<file path="src/rtl/vend_timer_arbiter.sv">
// Round-robin arbiter sharing one seconds countdown among three vending requesters.
// Optional door-open pause input enabled by defining TIMER_PAUSE_EN.
module vend_timer_arbiter #(
  parameter int unsigned TICK_DIV = 40000000,
  parameter int unsigned SEC_W    = 8
) (
  input  logic             clk,
  input  logic             rst_n,
  input  logic [2:0]       req,
  input  logic [SEC_W-1:0] secs0,
  input  logic [SEC_W-1:0] secs1,
  input  logic [SEC_W-1:0] secs2,
`ifdef TIMER_PAUSE_EN
  input  logic             pause,
`endif
  output logic [2:0]       gnt,
  output logic [2:0]       done,
  output logic             busy,
  output logic             tick_1s,
  output logic [SEC_W-1:0] remaining
);

  localparam int unsigned PW = (TICK_DIV > 1) ? $clog2(TICK_DIV) : 1;
  localparam logic [PW-1:0] PRESC_MAX = PW'(TICK_DIV - 1);

  localparam logic [1:0] ST_IDLE  = 2'd0;
  localparam logic [1:0] ST_GRANT = 2'd1;
  localparam logic [1:0] ST_COUNT = 2'd2;
  localparam logic [1:0] ST_DONE  = 2'd3;

  logic [1:0]       state_q, state_d;
  logic [1:0]       owner_q, owner_d;
  logic [1:0]       last_q, last_d;
  logic [SEC_W-1:0] rem_q, rem_d;
  logic [PW-1:0]    presc_q, presc_d;
  logic             tick_q, tick_d;
  logic [1:0]       win;
  logic [SEC_W-1:0] win_secs;
  logic             stall;

`ifdef TIMER_PAUSE_EN
  assign stall = pause && (state_q == ST_COUNT);
`else
  assign stall = 1'b0;
`endif

  // tick is registered so that a full second of TICK_DIV cycles elapses after a grant
  assign tick_1s   = tick_q & ~stall;
  assign busy      = (state_q != ST_IDLE);
  assign gnt       = busy ? (3'b001 << owner_q) : 3'b000;
  assign done      = (state_q == ST_DONE) ? (3'b001 << owner_q) : 3'b000;
  assign remaining = rem_q;

  // Scan starts just after the last winner
  always_comb begin
    win = 2'd0;
    case (last_q)
      2'd0: begin
        if (req[1])      win = 2'd1;
        else if (req[2]) win = 2'd2;
        else             win = 2'd0;
      end
      2'd1: begin
        if (req[2])      win = 2'd2;
        else if (req[0]) win = 2'd0;
        else             win = 2'd1;
      end
      default: begin
        if (req[0])      win = 2'd0;
        else if (req[1]) win = 2'd1;
        else             win = 2'd2;
      end
    endcase
  end

  always_comb begin
    case (win)
      2'd0:    win_secs = secs0;
      2'd1:    win_secs = secs1;
      default: win_secs = secs2;
    endcase
  end

  always_comb begin
    state_d = state_q;
    owner_d = owner_q;
    last_d  = last_q;
    rem_d   = rem_q;
    if (stall) begin
      presc_d = presc_q;
      tick_d  = tick_q;
    end else begin
      presc_d = (presc_q == PRESC_MAX) ? '0 : presc_q + PW'(1);
      tick_d  = (presc_q == PRESC_MAX);
    end

    case (state_q)
      ST_IDLE: begin
        if (|req) begin
          state_d = ST_GRANT;
          owner_d = win;
          rem_d   = win_secs;
          presc_d = '0;
          tick_d  = 1'b0;
        end
      end
      ST_GRANT: begin
        state_d = (rem_q == '0) ? ST_DONE : ST_COUNT;
      end
      ST_COUNT: begin
        if (!req[owner_q]) begin
          // Abort: no done pulse, but the pointer still moves past this requester
          state_d = ST_IDLE;
          rem_d   = '0;
          last_d  = owner_q;
        end else if (tick_1s && (rem_q != '0)) begin
          rem_d = rem_q - SEC_W'(1);
          if (rem_q == SEC_W'(1)) state_d = ST_DONE;
        end
      end
      default: begin
        state_d = ST_IDLE;
        rem_d   = '0;
        last_d  = owner_q;
      end
    endcase
  end

  always_ff @(posedge clk or negedge rst_n) begin
    if (!rst_n) begin
      state_q <= ST_IDLE;
      owner_q <= 2'd0;
      last_q  <= 2'd2;
      rem_q   <= '0;
      presc_q <= '0;
      tick_q  <= 1'b0;
    end else begin
      state_q <= state_d;
      owner_q <= owner_d;
      last_q  <= last_d;
      rem_q   <= rem_d;
      presc_q <= presc_d;
      tick_q  <= tick_d;
    end
  end

endmodule

</file>
<file path="config.mk">
export PLATFORM = sky130hd
export DESIGN_NAME = vend_timer_arbiter
export DESIGN_NICKNAME = d
export VERILOG_FILES = /design/src/rtl/vend_timer_arbiter.sv
export SDC_FILE = /design/constraint.sdc
export NUM_CORES = 1
export LEC_CHECK = 0
export CORE_ASPECT_RATIO = 0.9
export CORE_UTILIZATION = 38
export CTS_CLUSTER_DIAMETER = 30
export DETAILED_ROUTE_END_ITERATION = 8
export PLACE_DENSITY = 0.65
export SETUP_SLACK_MARGIN = 0.05
export SYNTH_ARGS = -nofsm -noshare
export SYNTH_HDL_FRONTEND = slang
export SYNTH_SLANG_ARGS = --single-unit
export TNS_END_PERCENT = 10
</file>
<file path="constraint.sdc">
create_clock -name clk -period 5.7 [get_ports clk]
set_input_delay 0.57 -clock clk [delete_from_list [all_inputs] [get_ports clk]]
set_output_delay 0.57 -clock clk [all_outputs]
set_load 0.01 [all_outputs]
</file>
After elaboration in Yosys (flattened, before gate mapping)
Index checks and enable logic that the tools add are counted.
W data, S select, Z words.
{ "word_totals": {"ff_bits": 41, "wordCells": 65} }
{ "op_classes": {"n_addsub": 2, "eq_ne": 11, "bitwise_logic": 2, "magnitude_cmp": 1, "mux": 29, "n_shift": 1, "reduce_logical": 13} }
{ "ops": {"columns": ["operator", "n"], "rows": [
  ["$mux W26", 3],
  ["$add A26 B1 Y26 const B", 1],
  ["$eq A26 B26 Y1 const B", 1],
  ["$mux W8", 3],
  ["$pmux W8 S3", 1],
  ["$mux W2", 10],
  ["$pmux W8 S2", 1],
  ["$eq A8 B1 Y1 const B", 1],
  ["$logic_not A8 Y1", 1],
  ["$pmux W2 S2", 2],
  ["$reduce_bool A8 Y1", 1],
  ["$sub A8 B1 Y8 const B", 1],
  ["$eq A2 B1 Y1 const B", 3],
  ["$logic_not A2 Y1", 3],
  ["$mux W3", 2],
  ["$ne A3 B3 Y1 const B", 2],
  ["$pmux W2 S3", 1],
  ["$reduce_and A3 Y1", 2],
  ["$mux W1", 5],
  ["$eq A2 B2 Y1 const B", 2],
  ["$ne A2 B2 Y1 const B", 2],
  ["$reduce_and A2 Y1", 2],
  ["$lt A2 B3 Y1 const B", 1],
  ["$reduce_or A3 Y1", 1],
  ["6 further kinds", 7]
]} }

Depth between registers and ports, before layout
Gate-level depths: netlist (run 1).
{ "logic_depth": {"word_depth": 7, "mapped_depth": 7} }

Worst setup path after synthesis (run 1)
Ideal clock, no wire load.
{ "synth_path": {"path_type": "input to register", "start": "in req[0]", "end": "reg rem_q[7], in the netlist remaining[7]", "stages": 7, "slack_ns": 3.673, "setup_time_ns": 0.090, "t_arrival_ns": 1.936, "cell_sequence": "clkbuf_1 -> mux2i_1 -> o22a_1 -> clkbuf_1 -> or2_2 -> or3_1 -> o221ai_1"} }
{ "synth_between": {"elab_chain_cells": 7, "word_cells_on_any_way": 16, "cone_classes": "3 x eq/ne; 10 x mux; 3 x reduce/logical"} }
{ "synth_lines": {"columns": ["element", "line_no", "text"], "rows": [
  ["from (decl)", "9", "input logic [2:0] req,"],
  ["$mux W1", "65", "else if (req[0]) win = 2'd0;"],
  ["$mux W2", "64", "if (req[2]) win = 2'd2;"],
  ["$pmux W2 S2", "57", "case (last_q)"],
  ["$eq A2 B1 Y1 / $logic_not A2 Y1 (equally long branches)", "77", "case (win)"],
  ["$pmux W8 S2", "77", null],
  ["$mux W8", "99", "if (|req) begin"],
  ["$pmux W8 S3", "97", "case (state_q)"],
  ["to (signal assigned)", "141", "rem_q <= rem_d;"],
  ["to (decl)", "34", "logic [SEC_W-1:0] rem_q, rem_d;"]
]} }
Parallel ways exist; a longest one is shown, timed or not. The select of a mux whose other input is x is not followed.
A chain may end at the register's enable or synchronous reset.

Final worst setup path (run 1)
{ "layout_path": {"start": "reg state_q[0]", "end": "out gnt[1]"} }
{ "layout_between": {"elab_chain_cells": 2} }
{ "layout_lines": {"columns": ["element", "line_no", "text"], "rows": [
  ["from (decl)", "31", "logic [1:0] state_q, state_d;"],
  ["from (signal assigned)", "138", "state_q <= state_d;"],
  ["$reduce_bool A2 Y1", "49", "assign busy = (state_q != ST_IDLE);"],
  ["$mux W3", "50", "assign gnt = busy ? (3'b001 << owner_q) : 3'b000;"],
  ["to (decl)", "16", "output logic [2:0] gnt,"]
]} }
No other way between the ends.

==> results.sh, run 1 <==
export IMPL_drive_gt1_frac=0.05538
export IMPL_cts_setup_buffers=0
export IMPL_dieArea_um2=6870
export IMPL_yosys_register_bits=41
export IMPL_antenna_cells=0
export IMPL_rsz0062_at_grt="false"
export IMPL_grt_pass1_vias=2074
export IMPL_ctsHoldBuffers=0
export IMPL_die_y_um=78.74
export IMPL_seq_area_frac_synth=0.4132
export IMPL_drv_slew=0
export IMPL_yosysMostFrequentCell="nor2_1"
export IMPL_grt_pass1_wl_um=10370
export IMPL_cts_buffers_inserted=5
export IMPL_p_clk_frac=0.165
export IMPL_syn_num_nets=314
export IMPL_vias_per_cell=5.536
export IMPL_path_common_cell="nor2_1"
export IMPL_drt_first_pass_iters=4
export IMPL_path_cells="nor2_1 > nor2_1 > clkdlybuf4s50_1"
export IMPL_drc=0
export IMPL_design_portCount=45
export IMPL_cts_buffer_depth=2
export IMPL_cts_root_buffer="clkbuf_8"
export IMPL_status="finished, final reports clean"
export IMPL_dieWidth_um=87.26
export IMPL_portBuffers=44
export IMPL_end_kind="output port"
export IMPL_yosys_warnings=0
export IMPL_antenna_found_initial=0
export IMPL_swShare=0.4220
export IMPL_cp_max_fo=10
export IMPL_syn2layout_area_growth_pct=22.80
export IMPL_worstMarginPinSlew_ps=929.8
export IMPL_drt_iter0_markers=216
export IMPL_syn_avg_cell_area_um2=8.816
export IMPL_start_util=0.4000
export IMPL_dp_slack_ps=3025
export IMPL_layout_setup_ws_ps=3253
export IMPL_ant_nets=0
export IMPL_hold_class="input port to async pin"
export IMPL_ys_top_cells_by_count="44 x nor2_1, 40 x dfrtp_1, 26 x nand2_1"
export IMPL_path_class="flip-flop to output port"
export IMPL_cpPeakStageDelay_ps=510
export IMPL_n_fill_cell=614
export IMPL_switchingPower_uw=474.5
export IMPL_period_share=0.4292
export IMPL_nets=356
export IMPL_fin_crit_ps=2447
export IMPL_slew_headroom=0.3801
export IMPL_cp_start_kind="flip-flop"
export IMPL_critPathArrivalTime_ps=1880
export IMPL_yosysTopAreaCellShare=0.4026
export IMPL_htree_levels=2
export IMPL_clk_pin_slew_ps=80
export IMPL_grt_max_degree=42
export IMPL_num_vias=2281
export IMPL_routedWlPerCell_um=15.21
export IMPL_post_cts_resized=0
export IMPL_gr_total_overflow=0
export IMPL_vdd_ir_drop_max_mv=0.1713
export IMPL_report_power_total_uw=1124
export IMPL_cts_tree="built"
export IMPL_synth_largest_area_cell="dfrtp_1"
export IMPL_grt_usage=0.1964
export IMPL_critPathRequiredTime_ps=5130
export IMPL_internal_power_uw=649.9
export IMPL_crit_path_top_delay_cell="clkdlybuf4s50_1"
export IMPL_regArea_um2=1027
export IMPL_cts_sinks=41
export IMPL_postSynthCellCount=282
export IMPL_cap_violations=0
export IMPL_gp_congestion=0.8333
export IMPL_hold_viol=0
export IMPL_p_leak_uw=0.001201
export IMPL_clock_latency_ps=300
export IMPL_ys_flop_type="dfrtp_1"
export IMPL_synth_area_top_cells="dfrtp_1 40%, nor2_1 6.6%, xnor2_1 5.6%, nand2_1 3.9%, nor3_1 2.6%"
export IMPL_async_reset_ff_frac=1.000
export IMPL_syn_area_um2=2486
export IMPL_hpwl_um=4555
export IMPL_reg2regPathDepth=7
export IMPL_fmax_mhz=408.7
export IMPL_synth_edf_count=0
export IMPL_power_density_nw_per_um2=368.3
export IMPL_core_rowCount=27
export IMPL_yosys_cell_types_count=49
export IMPL_p_seq_frac=0.375
export IMPL_finClkSkew_ps=10.14
export IMPL_tns_ps=0
export IMPL_multi_input_area_um2=1350
export IMPL_wirelength_um=6268
export IMPL_comb_power_share=0.460
export IMPL_coreArea_um2=6216
export IMPL_setup_violations=0
## worst max-delay path: cells and delay by family, from the launching register on
family / cells / cell delay (ps)
and+or+nand+nor: 2 / 570
DFF: 1 / 490
buffers and inverters: 1 / 510
## cell families after synthesis
family,Yosys count,synth area share
and+or+nand+nor,140,0.2844
AOI/OAI and AO/OA,49,0.1449
DFF,41,0.4132
xor gates and xnor gates,23,0.08103
buffers and inverters,22,0.04379
muxes,4,0.01761
adders and majority gates,3,0.01510
## cell usage in the layout, fill, tap and decap left out, drive strengths merged, types with 4 or more instances in the layout
| master | Yosys | layout |
|---|---|---|
| or3 | 4 | 4 |
| clkbuf | 6 | 6 |
| nor4b | 4 | 4 |
| o211ai | 6 | 6 |
| nand2 | 28 | 28 |
| inv | 13 | 13 |
| o221ai | 5 | 5 |
| o21ai | 13 | 13 |
| a222oi | 5 | 5 |
| clkdlybuf4s50 | 0 | 43 |
| xor2 | 7 | 7 |
| nand2b | 8 | 8 |
| nor2 | 44 | 44 |
| nand3 | 10 | 10 |
| dfrtp | 40 | 40 |
| a21oi | 4 | 4 |
| nor3 | 13 | 13 |
| xnor2 | 16 | 16 |
| nor4 | 8 | 8 |
| and3 | 5 | 5 |
## metrics by stage
stage               hold slack (ps)  instances  area (µm²)    util
global route                  481.1        412        3053  0.4911
CTS                           438.8        412        3053  0.4911
detailed placement            515.6        404        2970  0.4779
floorplan                     274.4        282        2486       -
global placement              498.7        404        2970  0.4779
finish                        408.6        412        3053  0.4911
## per-layer routing
metal	up-vias	wire (µm)	share of wire	GRT usage
met5	-	0	0	0
met4	0	61	0.0097	0.05410
met3	4	445	0.071	0.05509
met2	73	2695	0.43	0.2656
met1	1101	3065	0.49	0.3011
li1	1103	-	-	-
## worst paths after layout
kind / startpoint / end / slack, ps
max: state_q[0] / gnt[1] / 3250
min: rst_n / presc_q[18] / 410
max reg2reg: remaining[0] / remaining[2] / 3260
min reg2reg: presc_q[0] / presc_q[0] / 520
max in group asynchronous: rst_n / remaining[6] / 4710
min in group clk: presc_q[0] / presc_q[0] / 520
## registers in the layout, indices dropped and copies added, names as in the netlist
| signal | cells |
|---|---|
| last_q | 2 |
| owner_q | 2 |
| presc_q | 26 |
| remaining | 8 |
| state_q | 2 |
| tick_1s | 1 |
## power by group through the flow
stage / clock network [µW] / registers, µW / logic (µW)
CTS: 193 / 421 / 514
global placement: 0 / 428 / 507
finish: 186 / 422 / 517
global route: 208 / 432 / 575
detailed placement: 0 / 426 / 508
floorplan: 0 / 402 / 354
## area by class of cell
class | instances | area share
multi-input cells | 219 | 0.4422
flip-flops and latches | 41 | 0.3365
clock inverters | 2 | 0.003279
well taps | 87 | 0.03566
inverters | 13 | 0.01598
clock buffers | 6 | 0.02377
repair buffers | 44 | 0.1426
Note: power is estimated with default switching activity, not from simulation.
==> run 2: changes to the inputs <==
--- a/config.mk
+++ b/config.mk
@@ -9,7 +9,7 @@
 export CORE_UTILIZATION = 38
 export CTS_CLUSTER_DIAMETER = 30
 export DETAILED_ROUTE_END_ITERATION = 8
-export PLACE_DENSITY = 0.65
+export PLACE_DENSITY = 0.67
 export SETUP_SLACK_MARGIN = 0.05
 export SYNTH_ARGS = -nofsm -noshare
 export SYNTH_HDL_FRONTEND = slang
==> constraint.sdc (replaced) <==
create_clock -name clk -period 2.1 [get_ports clk]
set_input_delay 0.21 -clock clk [delete_from_list [all_inputs] [get_ports clk]]
set_output_delay 0.21 -clock clk [all_outputs]
set_load 0.01 [all_outputs]
==> results.sh, run 2 (same netlist as run 1, synthesis figures left out) <==
export IMPL_status="finished, final reports clean"
export IMPL_core_rowCount=27
export IMPL_syn2layout_area_growth_pct=29.74
export IMPL_cp_max_fo=10
export IMPL_grt_pass1_vias=2143
export IMPL_reg2reg_slack_ps=120
export IMPL_clk_pin_slew_ps=80
export IMPL_switchingPower_uw=1308
export IMPL_power_density_nw_per_um2=994.3
export IMPL_drc=0
export IMPL_cts_tree="built"
export IMPL_ant_nets=0
export IMPL_worstMarginPinSlew_ps=696.7
export IMPL_hold_class="input port to async pin"
export IMPL_p_clk_frac=0.153
export IMPL_hold_viol=0
export IMPL_worstReg2RegEnd="remaining[7]"
export IMPL_internal_power_uw=1899
export IMPL_tns_ps=0
export IMPL_routedWlPerCell_um=14.42
export IMPL_hold_slack_ps=337.5
export IMPL_cp_start_kind="flip-flop"
export IMPL_start_util=0.4000
export IMPL_cts_buffers_inserted=5
export IMPL_drt_iter0_markers=165
export IMPL_final_cell_mix="43 x nor2_1, 43 x clkdlybuf4s50_1, 40 x dfrtp_1"
export IMPL_path_class="flip-flop to flip-flop"
export IMPL_fmax_mhz=506.0
export IMPL_cts_buffer_depth=2
export IMPL_die_y_um=78.74
export IMPL_vdd_ir_drop_max_mv=0.5231
export IMPL_dieArea_um2=6870
export IMPL_cts_root_buffer="clkbuf_8"
export IMPL_wirelength_um=6213
export IMPL_p_seq_frac=0.353
export IMPL_reg2regPathDepth=4
export IMPL_fin_crit_ps=1976
export IMPL_drive_gt1_frac=0.1163
export IMPL_place_inst=422
export IMPL_grt_pass1_wl_um=10260
export IMPL_reg2reg_from="last_q[1]"
export IMPL_largest_reg_flops=26
export IMPL_clock_latency_ps=280
export IMPL_critPathRequiredTime_ps=2250
export IMPL_instances_no_fill=431
export IMPL_setup_violations=0
export IMPL_swShare=0.4078
export IMPL_dieWidth_um=87.26
export IMPL_grt_usage=0.1935
export IMPL_antenna_found_initial=0
export IMPL_regMostFlops="presc_q"
export IMPL_cap_violations=0
export IMPL_critPathArrivalTime_ps=2130
export IMPL_grt_max_degree=25
export IMPL_design_portCount=45
export IMPL_end_kind="flip-flop"
export IMPL_gr_total_overflow=0
export IMPL_num_vias=2318
export IMPL_cts_sinks=41
export IMPL_gp_congestion=0.8531
export IMPL_htree_levels=2
export IMPL_cts_setup_buffers=0
export IMPL_finClkSkew_ps=6.649
export IMPL_comb_power_share=0.494
export IMPL_hpwl_um=4793
export IMPL_coreArea_um2=6216
export IMPL_rsz0062_at_grt="true"
export IMPL_drv_slew=0
export IMPL_drt_first_pass_iters=5
export IMPL_period_share=0.9411
export IMPL_slew_headroom=0.5306
export IMPL_vias_per_cell=5.378
export IMPL_portBuffers=44
export IMPL_n_fill_cell=607
export IMPL_p_leak_uw=0.001302
export IMPL_antenna_cells=0
export IMPL_nets=375
[run 2: final cells by class]
type	instances	area [µm²]	share of cell area
Tap cell	87	108.9	0.03375
Timing Repair Buffer	63	580.6	0.1800
Clock buffer	6	72.57	0.02250
Multi-Input combinational cell	219	1378	0.4271
Inverter	13	48.80	0.01513
Sequential cell	41	1027	0.3185
Clock inverter	2	10.01	0.003103
[run 2: routing by layer]
metal / wire length [µm] / vias to the layer above / GRT usage
met5: 0 / - / 0
met4: 74 / 0 / 0.05738
met3: 368 / 7 / 0.03430
met2: 2748 / 72 / 0.2789
met1: 3021 / 1103 / 0.2928
li1: - / 1136 / -
[run 2: worst max-delay path by stage]
stage,start,endpoint,cells after the start
final,last_q[1],remaining[7],4
after global routing,last_q[1],remaining[7],4
after CTS,presc_q[22],presc_q[22],5
after detailed placement,req[1],remaining[7],5
after global placement,req[0],remaining[7],5
after floorplan,remaining[0],remaining[4],7
[run 2: what timing repair did]
item                                    in CTS  in global routing
resized for setup                            1                  5
hold endpoints to repair                    11                  0
pin swaps                                    0                  2
cloned                                       0                  0
hold buffers                                 1                  0
endpoints found under the setup margin      13                 29
[run 2: worst max-delay path, stage by stage (launching register included)]
cell and delay (ps):
dfstp_2 620, nor3b_1 110, or3_1 470, a222oi_1 470
o221ai_1 170
[run 2: metrics by stage]
step                      total power [µW]  area, µm²  utilization  setup WS (ps)
after floorplan                       2051       2486            -          143.3
after global placement                2667       3105       0.4996         -9.901
after detailed placement              2672       3105       0.4996         -121.8
after CTS                             3186       3207       0.5159          96.77
after global routing                  3453       3226       0.5189          7.932
final                                 3207       3226       0.5189          123.8
[run 2: power by group through the flow]
stage	logic, µW	registers, µW	clock network [µW]
global route	1740	1160	546
CTS	1560	1120	507
finish	1580	1130	490
floorplan	960	1090	0
detailed placement	1530	1140	0
global placement	1530	1140	0
